==> src/rtl/gpr_wb_arbiter_pkg.sv <==
// Shared definitions for the GPR write-port arbiter slice.
// Holds register-file geometry, the register index type and a one-hot
// helper used by the scoreboard.
package gpr_wb_arbiter_pkg;

  localparam int REG_ADDR_W = 5;
  localparam int DATA_W     = 32;
  localparam int NUM_REGS   = 32;
  // Width of the B starvation counter; MAX_WAIT is limited to 1..15.
  localparam int WAIT_W     = 4;

  typedef logic [REG_ADDR_W-1:0] reg_idx_t;
  typedef logic [DATA_W-1:0]     data_t;
  typedef logic [NUM_REGS-1:0]   reg_mask_t;

  function automatic reg_mask_t reg_onehot(input reg_idx_t idx);
    return reg_mask_t'(1) << idx;
  endfunction

endpackage

==> src/rtl/gpr_wb_arbiter_if.sv <==
// Bundle of every signal between the arbiter and its neighbours:
// writeback requester (A), long-latency result requester (B), the
// long-latency issue port, decode source lookups, the register-file
// write port, and debug visibility (pending scoreboard, wait counter).
//
// Handshake semantics (A, B and issue): a transfer happens on the posedge
// where valid and ready are both high. ready is a combinational function
// of the current valid and payload; valid never waits on ready. B must hold
// valid, b_rd and b_data stable until it sees b_ready.
//
// Modports: slave = arbiter side, master = environment side.
interface gpr_wb_arbiter_if;
  import gpr_wb_arbiter_pkg::*;

  logic                a_valid;
  logic                a_ready;
  reg_idx_t            a_rd;
  data_t               a_data;

  logic                b_valid;
  logic                b_ready;
  reg_idx_t            b_rd;
  data_t               b_data;

  logic                iss_valid;
  logic                iss_ready;
  reg_idx_t            iss_rd;

  reg_idx_t            rs;
  reg_idx_t            rt;
  logic                rs_used;
  logic                rt_used;
  logic                stall;

  logic                wr_en;
  reg_idx_t            wr_addr;
  data_t               wr_data;

  reg_mask_t           pending;
  logic [WAIT_W-1:0]   wait_cnt;

  modport slave (
    input  a_valid, a_rd, a_data,
    input  b_valid, b_rd, b_data,
    input  iss_valid, iss_rd,
    input  rs, rt, rs_used, rt_used,
    output a_ready, b_ready, iss_ready, stall,
    output wr_en, wr_addr, wr_data,
    output pending, wait_cnt
  );

  modport master (
    output a_valid, a_rd, a_data,
    output b_valid, b_rd, b_data,
    output iss_valid, iss_rd,
    output rs, rt, rs_used, rt_used,
    input  a_ready, b_ready, iss_ready, stall,
    input  wr_en, wr_addr, wr_data,
    input  pending, wait_cnt
  );

endinterface

==> src/rtl/gpr_wb_arbiter_scoreboard.sv <==
// gpr_scoreboard: one pending bit per GPR for results still owed by the
// long-latency unit, plus the three hazard lookups used by decode.
// Ports:
//   clk, rst           clock, asynchronous active-high reset
//   set_en, set_idx    mark a register pending (issue accepted)
//   clr_en, clr_idx    clear a register (B result committed)
//   rs/rs_used, rt/rt_used  decode source lookups
//   chk_en, chk_idx    issue destination lookup (WAW)
//   hazard             any enabled lookup hits a pending register
//   pending            current scoreboard vector, bit 0 always 0
module gpr_scoreboard
  import gpr_wb_arbiter_pkg::*;
(
  input  logic      clk,
  input  logic      rst,
  input  logic      set_en,
  input  reg_idx_t  set_idx,
  input  logic      clr_en,
  input  reg_idx_t  clr_idx,
  input  reg_idx_t  rs,
  input  logic      rs_used,
  input  reg_idx_t  rt,
  input  logic      rt_used,
  input  logic      chk_en,
  input  reg_idx_t  chk_idx,
  output logic      hazard,
  output reg_mask_t pending
);

  reg_mask_t pending_d;

  // Clear is applied before set so distinct registers both take effect.
  // The same register is never set and cleared together because issue
  // is refused while its bit is pending.
  always_comb begin
    pending_d = pending;
    if (clr_en) pending_d = pending_d & ~reg_onehot(clr_idx);
    if (set_en) pending_d = pending_d | reg_onehot(set_idx);
    pending_d[0] = 1'b0;
  end

  always_ff @(posedge clk or posedge rst) begin
    if (rst) pending <= '0;
    else     pending <= pending_d;
  end

  always_comb begin
    hazard = (rs_used && pending[rs]) ||
             (rt_used && pending[rt]) ||
             (chk_en  && pending[chk_idx]);
  end

endmodule

==> src/rtl/gpr_wb_arbiter.sv <==
// gpr_wb_arbiter: owns the single register-file write port and shares it
// between pipeline writeback (A, normally preferred) and the long-latency
// unit (B). B is force-granted after losing MAX_WAIT consecutive cycles.
// Also tracks registers with outstanding B results and stalls decode on
// RAW/WAW hazards against them.
// Ports:
//   clk, rst   clock, asynchronous active-high reset
//   bus        gpr_wb_arbiter_if.slave: A/B/issue handshakes, decode
//              lookups, stall, wr_en/wr_addr/wr_data, pending, wait_cnt
module gpr_wb_arbiter
  import gpr_wb_arbiter_pkg::*;
#(
  parameter int MAX_WAIT = 4
)(
  input logic              clk,
  input logic              rst,
  gpr_wb_arbiter_if.slave  bus
);

  localparam logic [WAIT_W-1:0] WAIT_LIMIT = WAIT_W'(MAX_WAIT);

  logic              force_b;
  logic              grant_a;
  logic              grant_b;
  logic              hazard;
  logic              iss_ok;
  logic [WAIT_W-1:0] wait_cnt;
  reg_idx_t          wr_addr;
  data_t             wr_data;
  reg_mask_t         pending;

  // Grants are masked by rst so nothing commits while reset is held,
  // even though the inputs may still be active.
  always_comb begin
    force_b = bus.b_valid && (wait_cnt == WAIT_LIMIT);
    grant_b = !rst && bus.b_valid && (!bus.a_valid || force_b);
    grant_a = !rst && bus.a_valid && !force_b;
  end

  always_comb begin
    wr_addr = '0;
    wr_data = '0;
    if (grant_a) begin
      wr_addr = bus.a_rd;
      wr_data = bus.a_data;
    end else if (grant_b) begin
      wr_addr = bus.b_rd;
      wr_data = bus.b_data;
    end
  end

  // Counts consecutive cycles B was presented but not granted. A grant
  // happens at the limit, so the counter never passes MAX_WAIT.
  always_ff @(posedge clk or posedge rst) begin
    if (rst)                              wait_cnt <= '0;
    else if (!bus.b_valid || grant_b)     wait_cnt <= '0;
    else if (wait_cnt != WAIT_LIMIT)      wait_cnt <= wait_cnt + 1'b1;
  end

  // hazard already covers a pending issue destination.
  assign iss_ok = !rst && bus.iss_valid && !hazard;

  gpr_scoreboard u_sb (
    .clk     (clk),
    .rst     (rst),
    .set_en  (iss_ok),
    .set_idx (bus.iss_rd),
    .clr_en  (grant_b),
    .clr_idx (bus.b_rd),
    .rs      (bus.rs),
    .rs_used (bus.rs_used),
    .rt      (bus.rt),
    .rt_used (bus.rt_used),
    .chk_en  (bus.iss_valid),
    .chk_idx (bus.iss_rd),
    .hazard  (hazard),
    .pending (pending)
  );

  always_comb begin
    bus.a_ready   = grant_a;
    bus.b_ready   = grant_b;
    bus.iss_ready = iss_ok;
    // A losing to a forced B must hold the pipeline.
    bus.stall     = rst || hazard || (bus.a_valid && !grant_a);
    bus.wr_en     = (grant_a || grant_b) && (wr_addr != '0);
    bus.wr_addr   = wr_addr;
    bus.wr_data   = wr_data;
    bus.pending   = pending;
    bus.wait_cnt  = wait_cnt;
  end

endmodule

==> src/flat_wrapper.sv <==
// flat-port wrapper written by rule: the top's interface ports become plain ports
module gpr_wb_arbiter_flat import gpr_wb_arbiter_pkg::*;
#(
  parameter int MAX_WAIT = 4
)
  (clk, rst, bus_a_valid, bus_a_rd, bus_a_data, bus_b_valid, bus_b_rd, bus_b_data, bus_iss_valid, bus_iss_rd, bus_rs, bus_rt, bus_rs_used, bus_rt_used, bus_a_ready, bus_b_ready, bus_iss_ready, bus_stall, bus_wr_en, bus_wr_addr, bus_wr_data, bus_pending, bus_wait_cnt);
  gpr_wb_arbiter_if bus_i ();
  input logic clk;
  input logic rst;
  input wire logic [$bits(bus_i.a_valid)-1:0] bus_a_valid;
  input wire logic [$bits(bus_i.a_rd)-1:0] bus_a_rd;
  input wire logic [$bits(bus_i.a_data)-1:0] bus_a_data;
  input wire logic [$bits(bus_i.b_valid)-1:0] bus_b_valid;
  input wire logic [$bits(bus_i.b_rd)-1:0] bus_b_rd;
  input wire logic [$bits(bus_i.b_data)-1:0] bus_b_data;
  input wire logic [$bits(bus_i.iss_valid)-1:0] bus_iss_valid;
  input wire logic [$bits(bus_i.iss_rd)-1:0] bus_iss_rd;
  input wire logic [$bits(bus_i.rs)-1:0] bus_rs;
  input wire logic [$bits(bus_i.rt)-1:0] bus_rt;
  input wire logic [$bits(bus_i.rs_used)-1:0] bus_rs_used;
  input wire logic [$bits(bus_i.rt_used)-1:0] bus_rt_used;
  output wire logic [$bits(bus_i.a_ready)-1:0] bus_a_ready;
  output wire logic [$bits(bus_i.b_ready)-1:0] bus_b_ready;
  output wire logic [$bits(bus_i.iss_ready)-1:0] bus_iss_ready;
  output wire logic [$bits(bus_i.stall)-1:0] bus_stall;
  output wire logic [$bits(bus_i.wr_en)-1:0] bus_wr_en;
  output wire logic [$bits(bus_i.wr_addr)-1:0] bus_wr_addr;
  output wire logic [$bits(bus_i.wr_data)-1:0] bus_wr_data;
  output wire logic [$bits(bus_i.pending)-1:0] bus_pending;
  output wire logic [$bits(bus_i.wait_cnt)-1:0] bus_wait_cnt;
  assign bus_i.a_valid = bus_a_valid;
  assign bus_i.a_rd = bus_a_rd;
  assign bus_i.a_data = bus_a_data;
  assign bus_i.b_valid = bus_b_valid;
  assign bus_i.b_rd = bus_b_rd;
  assign bus_i.b_data = bus_b_data;
  assign bus_i.iss_valid = bus_iss_valid;
  assign bus_i.iss_rd = bus_iss_rd;
  assign bus_i.rs = bus_rs;
  assign bus_i.rt = bus_rt;
  assign bus_i.rs_used = bus_rs_used;
  assign bus_i.rt_used = bus_rt_used;
  assign bus_a_ready = bus_i.a_ready;
  assign bus_b_ready = bus_i.b_ready;
  assign bus_iss_ready = bus_i.iss_ready;
  assign bus_stall = bus_i.stall;
  assign bus_wr_en = bus_i.wr_en;
  assign bus_wr_addr = bus_i.wr_addr;
  assign bus_wr_data = bus_i.wr_data;
  assign bus_pending = bus_i.pending;
  assign bus_wait_cnt = bus_i.wait_cnt;
  gpr_wb_arbiter #(.MAX_WAIT(MAX_WAIT)) u_core (.clk(clk), .rst(rst), .bus(bus_i));
endmodule
==> config.mk <==
export PLATFORM = sky130hd
export DESIGN_NAME = gpr_wb_arbiter_flat
export DESIGN_NICKNAME = d
export VERILOG_FILES = /design/src/rtl/gpr_wb_arbiter_pkg.sv /design/src/rtl/gpr_wb_arbiter_if.sv /design/src/rtl/gpr_wb_arbiter_scoreboard.sv /design/src/rtl/gpr_wb_arbiter.sv /design/src/flat_wrapper.sv
export SDC_FILE = /design/constraint.sdc
export NUM_CORES = 1
export LEC_CHECK = 0
export CAP_MARGIN = 25
export CORE_MARGIN = 5
export CORE_UTILIZATION = 40
export CTS_CLUSTER_DIAMETER = 80
export DETAILED_ROUTE_END_ITERATION = 7
export PLACE_DENSITY = 0.95
export RECOVER_POWER = 50
export SKIP_LAST_GASP = 1
export SLEW_MARGIN = 30
export SYNTH_ARGS = -nofsm -noshare
export SYNTH_HDL_FRONTEND = slang
export SYNTH_HIERARCHICAL = 1
export SYNTH_SLANG_ARGS = --single-unit
==> constraint.sdc <==
create_clock -name clk -period 4.55 [get_ports clk]
set_clock_uncertainty 0.1 [all_clocks]
set_input_delay 0.91 -clock clk [delete_from_list [all_inputs] [get_ports clk]]
set_output_delay 0.91 -clock clk [all_outputs]
set_load 0.1 [all_outputs]
Word-level counts from Yosys, hierarchy flattened
Index checks and enable logic that the tools add are counted.

Register bits after elaboration: 35. Latch bits: 0. RAM bits: 0. ROM bits: 0. Word-level logic and storage cells: 54. Memories: 0.

Add/sub/neg operators: 1. $mul: 0. Divide/modulo/power cells: 0. Order comparisons: 3. Equality and inequality tests: 2. Shift operators: 2. Multiplexer cells: 14. Bitwise operators: 3. Reduce and logical (&&, ||, !) cells: 27.

Operators by type and width (number): 32-bit two-way mux (4); 1-bit by 5-bit left shift with 32-bit output, first input constant (2); 32-bit bitwise AND (1); 32-bit inverter (1); 32-bit bitwise OR (1); 5-bit by 6-bit < comparator with 1-bit output, second input constant (3); 1-bit binary-select mux with 5-bit select (3); 1-bit logical AND (12); 5-bit two-way mux (2); 4-bit two-way mux (2); 1-bit logical OR (7); 1-bit logical NOT (6); 5-bit nonzero test (1); 4-bit by 1-bit adder with 4-bit output, second input constant (1); 4-bit by 3-bit equality test with 1-bit output, second input constant (1); 4-bit by 3-bit != test with 1-bit output, second input constant (1); 1-bit two-way mux (3); 2-bit nonzero test (1).

Longest topological paths before layout
Word-level depth: 8. Mapped depth: 10.

Modules after synthesis
The synthesis kept the hierarchy.

Modules (own cells, without submodules): gpr_scoreboard (instances 1, cells an instance 225, area each 2185.8 sq um, sequential area each 775.7 sq um); gpr_wb_arbiter (instances 1, cells an instance 81, area each 701.9 sq um, sequential area each 100.1 sq um).

Worst setup path before layout
OpenSTA, ideal clock, no wires.

Path type: input port to flip-flop. Start: input bus_rt[0]. End: register u_core.u_sb.pending[26]. Arrival time: 5458 ps. Required time: 4351 ps. Path slack: -1107 ps. Stages: 8. Path buffers: 1. Cell sequence: buf_2 mux4_2 o211ai_1 nand3_1 a2111o_1 nor3b_1 nand3_1 o21ai_0.

Cells in the longest elaborated chain, start to end: 8.

Ends and longest elaborated chain: start: declaration (line flat_wrapper.sv:19) `input wire logic [$bits(bus_i.rt)-1:0] bus_rt;`; 1-bit binary-select mux with 5-bit select (line gpr_wb_arbiter_scoreboard.sv:49) `(rt_used && pending[rt]) ||`; 1-bit two-way mux (not written as such) (line gpr_wb_arbiter_scoreboard.sv:49); 1-bit logical AND (line gpr_wb_arbiter_scoreboard.sv:49); 1-bit logical OR (line gpr_wb_arbiter_scoreboard.sv:48) `hazard = (rs_used && pending[rs]) ||`; 1-bit logical OR (line gpr_wb_arbiter_scoreboard.sv:49); named net u_core.hazard (line gpr_wb_arbiter.sv:25) `logic hazard;`; 1-bit logical NOT (line gpr_wb_arbiter.sv:61) `assign iss_ok = !rst && bus.iss_valid && !hazard;`; 1-bit logical AND (line gpr_wb_arbiter.sv:61); named net bus_iss_ready (line flat_wrapper.sv:24) `output wire logic [$bits(bus_i.iss_ready)-1:0] bus_iss_ready;`; 32-bit two-way mux (line gpr_wb_arbiter_scoreboard.sv:38) `if (set_en) pending_d = pending_d | reg_onehot(set_idx);`; named net u_core.u_sb.pending_d[26] (line gpr_wb_arbiter_scoreboard.sv:30) `reg_mask_t pending_d;`; end signal: assignment (line gpr_wb_arbiter_scoreboard.sv:44) `else pending <= pending_d;`; end: declaration (line gpr_wb_arbiter_scoreboard.sv:27) `output reg_mask_t pending`.

The timed path passes the listed nets, and every way through them passes these cells. The select of a mux whose other input is x is not followed. A chain may end at the register's enable or synchronous reset.

Worst setup path after layout
Start: input bus_iss_rd[1]. End: output bus_stall.

Cells in the longest elaborated chain, start to end: 6.

Ends and longest elaborated chain: start: declaration (line flat_wrapper.sv:17) `input wire logic [$bits(bus_i.iss_rd)-1:0] bus_iss_rd;`; 1-bit binary-select mux with 5-bit select (line gpr_wb_arbiter_scoreboard.sv:50) `(chk_en && pending[chk_idx]);`; 1-bit two-way mux (not written as such) (line gpr_wb_arbiter_scoreboard.sv:50); 1-bit logical AND (line gpr_wb_arbiter_scoreboard.sv:50); 1-bit logical OR (line gpr_wb_arbiter_scoreboard.sv:49); named net u_core.hazard (line gpr_wb_arbiter.sv:25); 1-bit logical OR (2 in a row) (line gpr_wb_arbiter.sv:85) `bus.stall = rst || hazard || (bus.a_valid && !grant_a);`; end: declaration (line flat_wrapper.sv:25) `output wire logic [$bits(bus_i.stall)-1:0] bus_stall;`.

The timed path passes the listed nets, and every way through them passes these cells. The select of a mux whose other input is x is not followed.

==> results_tabular.tex <==
\begin{tabular}{lr}
\hline
Metric & Value \\
\hline
\multicolumn{2}{l}{\textbf{Clocking}} \\
\quad Maximum buffer depth of the clock tree & 2 \\
\quad Clock input transition at the sequential cells of the worst setup and hold paths & 0.07 ns \\
\quad Sinks on Clock Net & 35 \\
\quad Clock latency on the worst-skew pair & 0.30 ns \\
\quad Hold Buf Count CTS & 0 \\
\quad Number of levels the H-tree was split into & 2 \\
\quad Root Driver & clkbuf\_8 \\
\quad Clock tree from TritonCTS & built \\
\quad Num CTS Buffers & 5 \\
\multicolumn{2}{l}{\textbf{Worst setup path}} \\
\quad Maximum single-stage delay on the critical path & about 0.6 ns \\
\quad Maximum fanout encountered on the critical timing path & 5 \\
\quad Crit path max-delay cell type & clkdlybuf4s50\_1 \\
\quad Sum of buffers and inverters on the critical path & 2 \\
\quad Setup crit start kind & input pin \\
\quad Arr. time, crit path & about 3.5 ns \\
\quad Data required time at the worst endpoint & 3.54 ns \\
\quad Worst flop-to-flop path startpoint & u\_core/u\_sb/pending[29] \\
\quad Kind of cell with the highest combined delay on the critical path & compound AO/OA/AOI/OAI gates \\
\quad Crit path capture type & output pin \\
\quad Startpoint-to-endpoint class of the critical path & input pin to output pin \\
\quad First element of the critical path & bus\_iss\_rd[1] \\
\quad Worst-path cell chain & clkdlybuf4s50\_1 > mux4\_2 > a32oi\_1 > nand4\_1 > a2111o\_1 > a311o\_1 > buf\_12 \\
\multicolumn{2}{l}{\textbf{Yosys}} \\
\quad Synth area leader & dfrtp\_1 \\
\quad Share of Yosys cell area claimed by the top area cell type & 0.303 \\
\quad Count of flip-flops with a built-in enable after synthesis & 0 \\
\quad Flip-flop and latch count after synthesis & 35 \\
\quad Prevailing post-synth register cell & dfrtp\_1 \\
\quad Complex-gate fraction of the synthesized area & 0.281 \\
\quad Async SR Flop Fraction & 1.00 \\
\quad XOR/XNOR share of the synthesized area & 0.00607 \\
\quad Top cells by area, synth & dfrtp\_1 (30\%), a22o\_1 (12\%), o21ai\_0 (11\%) \\
\quad Warning count from the yosys run & 6 \\
\quad Largest family of logic cells by synthesized area & compound AO/OA/AOI/OAI gates \\
\quad Adder-Cell Fraction of Synth Area & 0.00867 \\
\quad Cell variety after synth & 44 \\
\quad Synth Area per Inst & 9.44 um\^{}2 \\
\quad Post-Synthesis Cells & 306 \\
\quad Synthesized net count & 404 \\
\quad Most frequent cell after synthesis & o21ai\_0 \\
\quad Area of the mapped netlist & 2890 um\^{}2 \\
\quad Sequential share of the synthesized area & 0.303 \\
\quad Most numerous cell types in the synthesized netlist & o21ai\_0 (62), a22o\_1 (38), dfrtp\_1 (35) \\
\quad Share of synthesized area spent on multiplexers & 0.182 \\
\quad Simple-gate share of the synthesized area & 0.166 \\
\multicolumn{2}{l}{\textbf{Placement}} \\
\quad Post-DP HPWL & 10500 um \\
\quad Post-Place Setup Slack & 0.0916 ns \\
\quad Port bufs & 172 \\
\quad DP Area & 5120 um\^{}2 \\
\quad RePlAce Congestion & 1.05 \\
\multicolumn{2}{l}{\textbf{Timing}} \\
\quad RSZ-0062 raised after global routing & false \\
\quad Maximum clock frequency & 222 MHz \\
\quad Final setup margin & 0.0553 ns \\
\quad Endpoints failing hold & 0 \\
\quad Actual transition at the worst max-transition pin & 1.11 ns \\
\quad Max-Slew Margin vs Limit & 0.257 \\
\quad Post-layout minimum cycle time & $\sim$4.5 ns \\
\quad Final setup violation count & 0 \\
\quad Slew Viols, Final & 0 \\
\quad Final clock period utilization by the worst path & 0.988 \\
\quad Setup\_tns & 0 ns \\
\multicolumn{2}{l}{\textbf{Cells and area}} \\
\quad Layout-stage area growth over the synthesis result & 81.7\% \\
\quad Antenna fix cells & 0 \\
\quad Area of combinational cells with multiple inputs & 1890 um\^{}2 \\
\quad Filler Cells Inserted & 498 \\
\quad Sequential cell area & 876 um\^{}2 \\
\quad Share of final-layout standard cells stronger than drive strength 1 & 0.173 \\
\quad Design Area, Final & 5250 um\^{}2 \\
\quad Nets & slightly below 600 \\
\multicolumn{2}{l}{\textbf{Global routing}} \\
\quad Maximum number of pins on one net before global-route repair & 45 \\
\quad Total routing resource utilization after global routing & 0.289 \\
\quad Wire length of the first global-routing pass & a little under 20000 um \\
\quad Initial antenna violation count & 0 \\
\quad Residual overflow from global routing & 0 \\
\quad Via count of the first global-routing pass & 3702 \\
\multicolumn{2}{l}{\textbf{Drt}} \\
\quad Wirelength, routed & around 13000 um \\
\quad Via count & 3713 \\
\quad Remaining routing DRC violations & 0 \\
\quad Wirelength per Cell & 22.4 um \\
\quad Drt pass-1 iters & 5 \\
\quad 1st-iter DRT viols & 482 \\
\quad Remaining antenna violation count after routing & 0 \\
\quad Number of vias per cell after detailed routing & 6.40 \\
\multicolumn{2}{l}{\textbf{Power}} \\
\quad Switching power of the nets & approximately 1000 uW \\
\quad Power per Cell Area & 369 nW/um\^{}2 \\
\quad Sequential share of power & 0.240 \\
\quad Static Leakage & about 0.0022 uW \\
\quad Fraction of power consumed by combinational cells & 0.611 \\
\quad Max IR drop VDD & $\sim$0.15 mV \\
\quad Net switching share of the total power & 0.532 \\
\quad Internal cell power & 907 uW \\
\quad Clock group share of total power & 0.149 \\
\multicolumn{2}{l}{\textbf{Die}} \\
\quad DIE AREA & 9020 um\^{}2 \\
\quad Die width & approximately 95 um \\
\quad Die height & 95.0 um \\
\quad Area of the placeable core & 7140 um\^{}2 \\
\quad Initial core utilization & 0.405 \\
\quad Number of top-level pins & 174 \\
\quad Num rows & 31 \\
\multicolumn{2}{l}{\textbf{Hold path}} \\
\quad Min-delay src & u\_core/u\_sb/pending[9] \\
\quad Worst min-delay path class & flop to flop \\
\multicolumn{2}{l}{\textbf{Run}} \\
\quad MaxCap Viol Count & 0 \\
\multicolumn{2}{l}{\textbf{Outcome}} \\
\quad Run status & completed \\
\hline
\end{tabular}
-- kinds of logic after synthesis --
| group | Yosys count |
|---|---|
| AO/OA/AOI/OAI | 123 |
| XOR/XNOR | 2 |
| adder cells (fa/ha/maj) | 2 |
| buffers and inverters | 22 |
| flip-flops | 35 |
| multiplexers | 38 |
| other | 1 |
| AND/OR/NAND/NOR | 83 |
-- flip-flops by register name (all words and copies together) (netlist names) --
name,cells
u_core/u_sb/pending,31
u_core/bus.wait_cnt,4
-- cell usage in the layout (no fill, tap or decap), types with 3 or more instances in the layout --
cell type,count
dfrtp_1,35
a22oi_1,4
nand3b_1,9
mux4_2,10
clkdlybuf4s50_1,95
nor3b_1,5
clkbuf_8,6
mux2i_1,23
inv_1,5
o21ai_0,62
a22o_1,38
nand2_1,12
nand2b_1,7
mux2_2,4
nand3_1,17
buf_12,41
nor2_1,9
buf_4,13
nor2b_1,7
a21oi_1,7
dlygate4sd3_1,34
nand4_1,3
-- repair_timing --
action | 4_1_cts | 5_1_grt
buffers inserted | 0 | 1
setup endpoints to repair | 0 | 2
resized for setup | 0 | 1
-- metrics by stage --
stage / std cells / total power (uW) / hold slack, ns / util
floorplan: 306 / 1230 / 0.576 / -
global placement: 571 / 1630 / 0.486 / 0.717
detailed placement: 571 / 1660 / 0.508 / 0.717
global route: 580 / 1990 / 0.585 / 0.735
finish: 580 / 1940 / 0.525 / 0.735
CTS: 579 / 1950 / 0.524 / 0.734
-- power groups by stage --
stage                     combinational, uW  clock [uW]  sequential, uW
after floorplan                         400           0             833
after global placement                 1180           0             459
after detailed placement               1190           0             466
after CTS                              1200         291             460
after global routing                   1220         303             470
final                                  1180         289             464
-- area by class of cell --
class | count | area share
Clock buffer | 6 | 0.0157
Clock inverter | 2 | 0.00668
Inverter | 5 | 0.00358
Multi-Input combinational cell | 249 | 0.360
Sequential cell | 35 | 0.167
Tap cell | 99 | 0.0236
Timing Repair Buffer | 184 | 0.424
-- tightest hold or removal path, stage by stage (launching register included) --
cell and delay, ns:
dfrtp_1 0.42, o21ai_0 0.10, o21ai_0 0.07
-- metal layers --
| layer | part of all wire | up-vias | track usage | wire (um) |
|---|---|---|---|---|
| li1 | - | 1550 | - | - |
| met5 | 0 | - | 0 | 0 |
| met2 | 0.51 | 392 | 0.534 | 6680 |
| met3 | 0.12 | 93 | 0.0622 | 1600 |
| met1 | 0.30 | 1678 | 0.300 | 3880 |
| met4 | 0.064 | 0 | 0.162 | 836 |
-- final timing paths --
kind | slack [ns] | cells past startpoint | end
setup reg to reg | 1.27 | 8 | u_core/u_sb/pending[3]
hold / removal | 0.53 | 2 | u_core/u_sb/pending[9]
setup / recovery | 0.06 | 7 | bus_stall
hold reg to reg | 0.53 | 2 | u_core/u_sb/pending[9]
min in group asynchronous | 1.02 | 2 | u_core/bus.wait_cnt[3]
max in group asynchronous | 2.23 | 2 | u_core/u_sb/pending[26]
(Power assumes the default switching activity.)
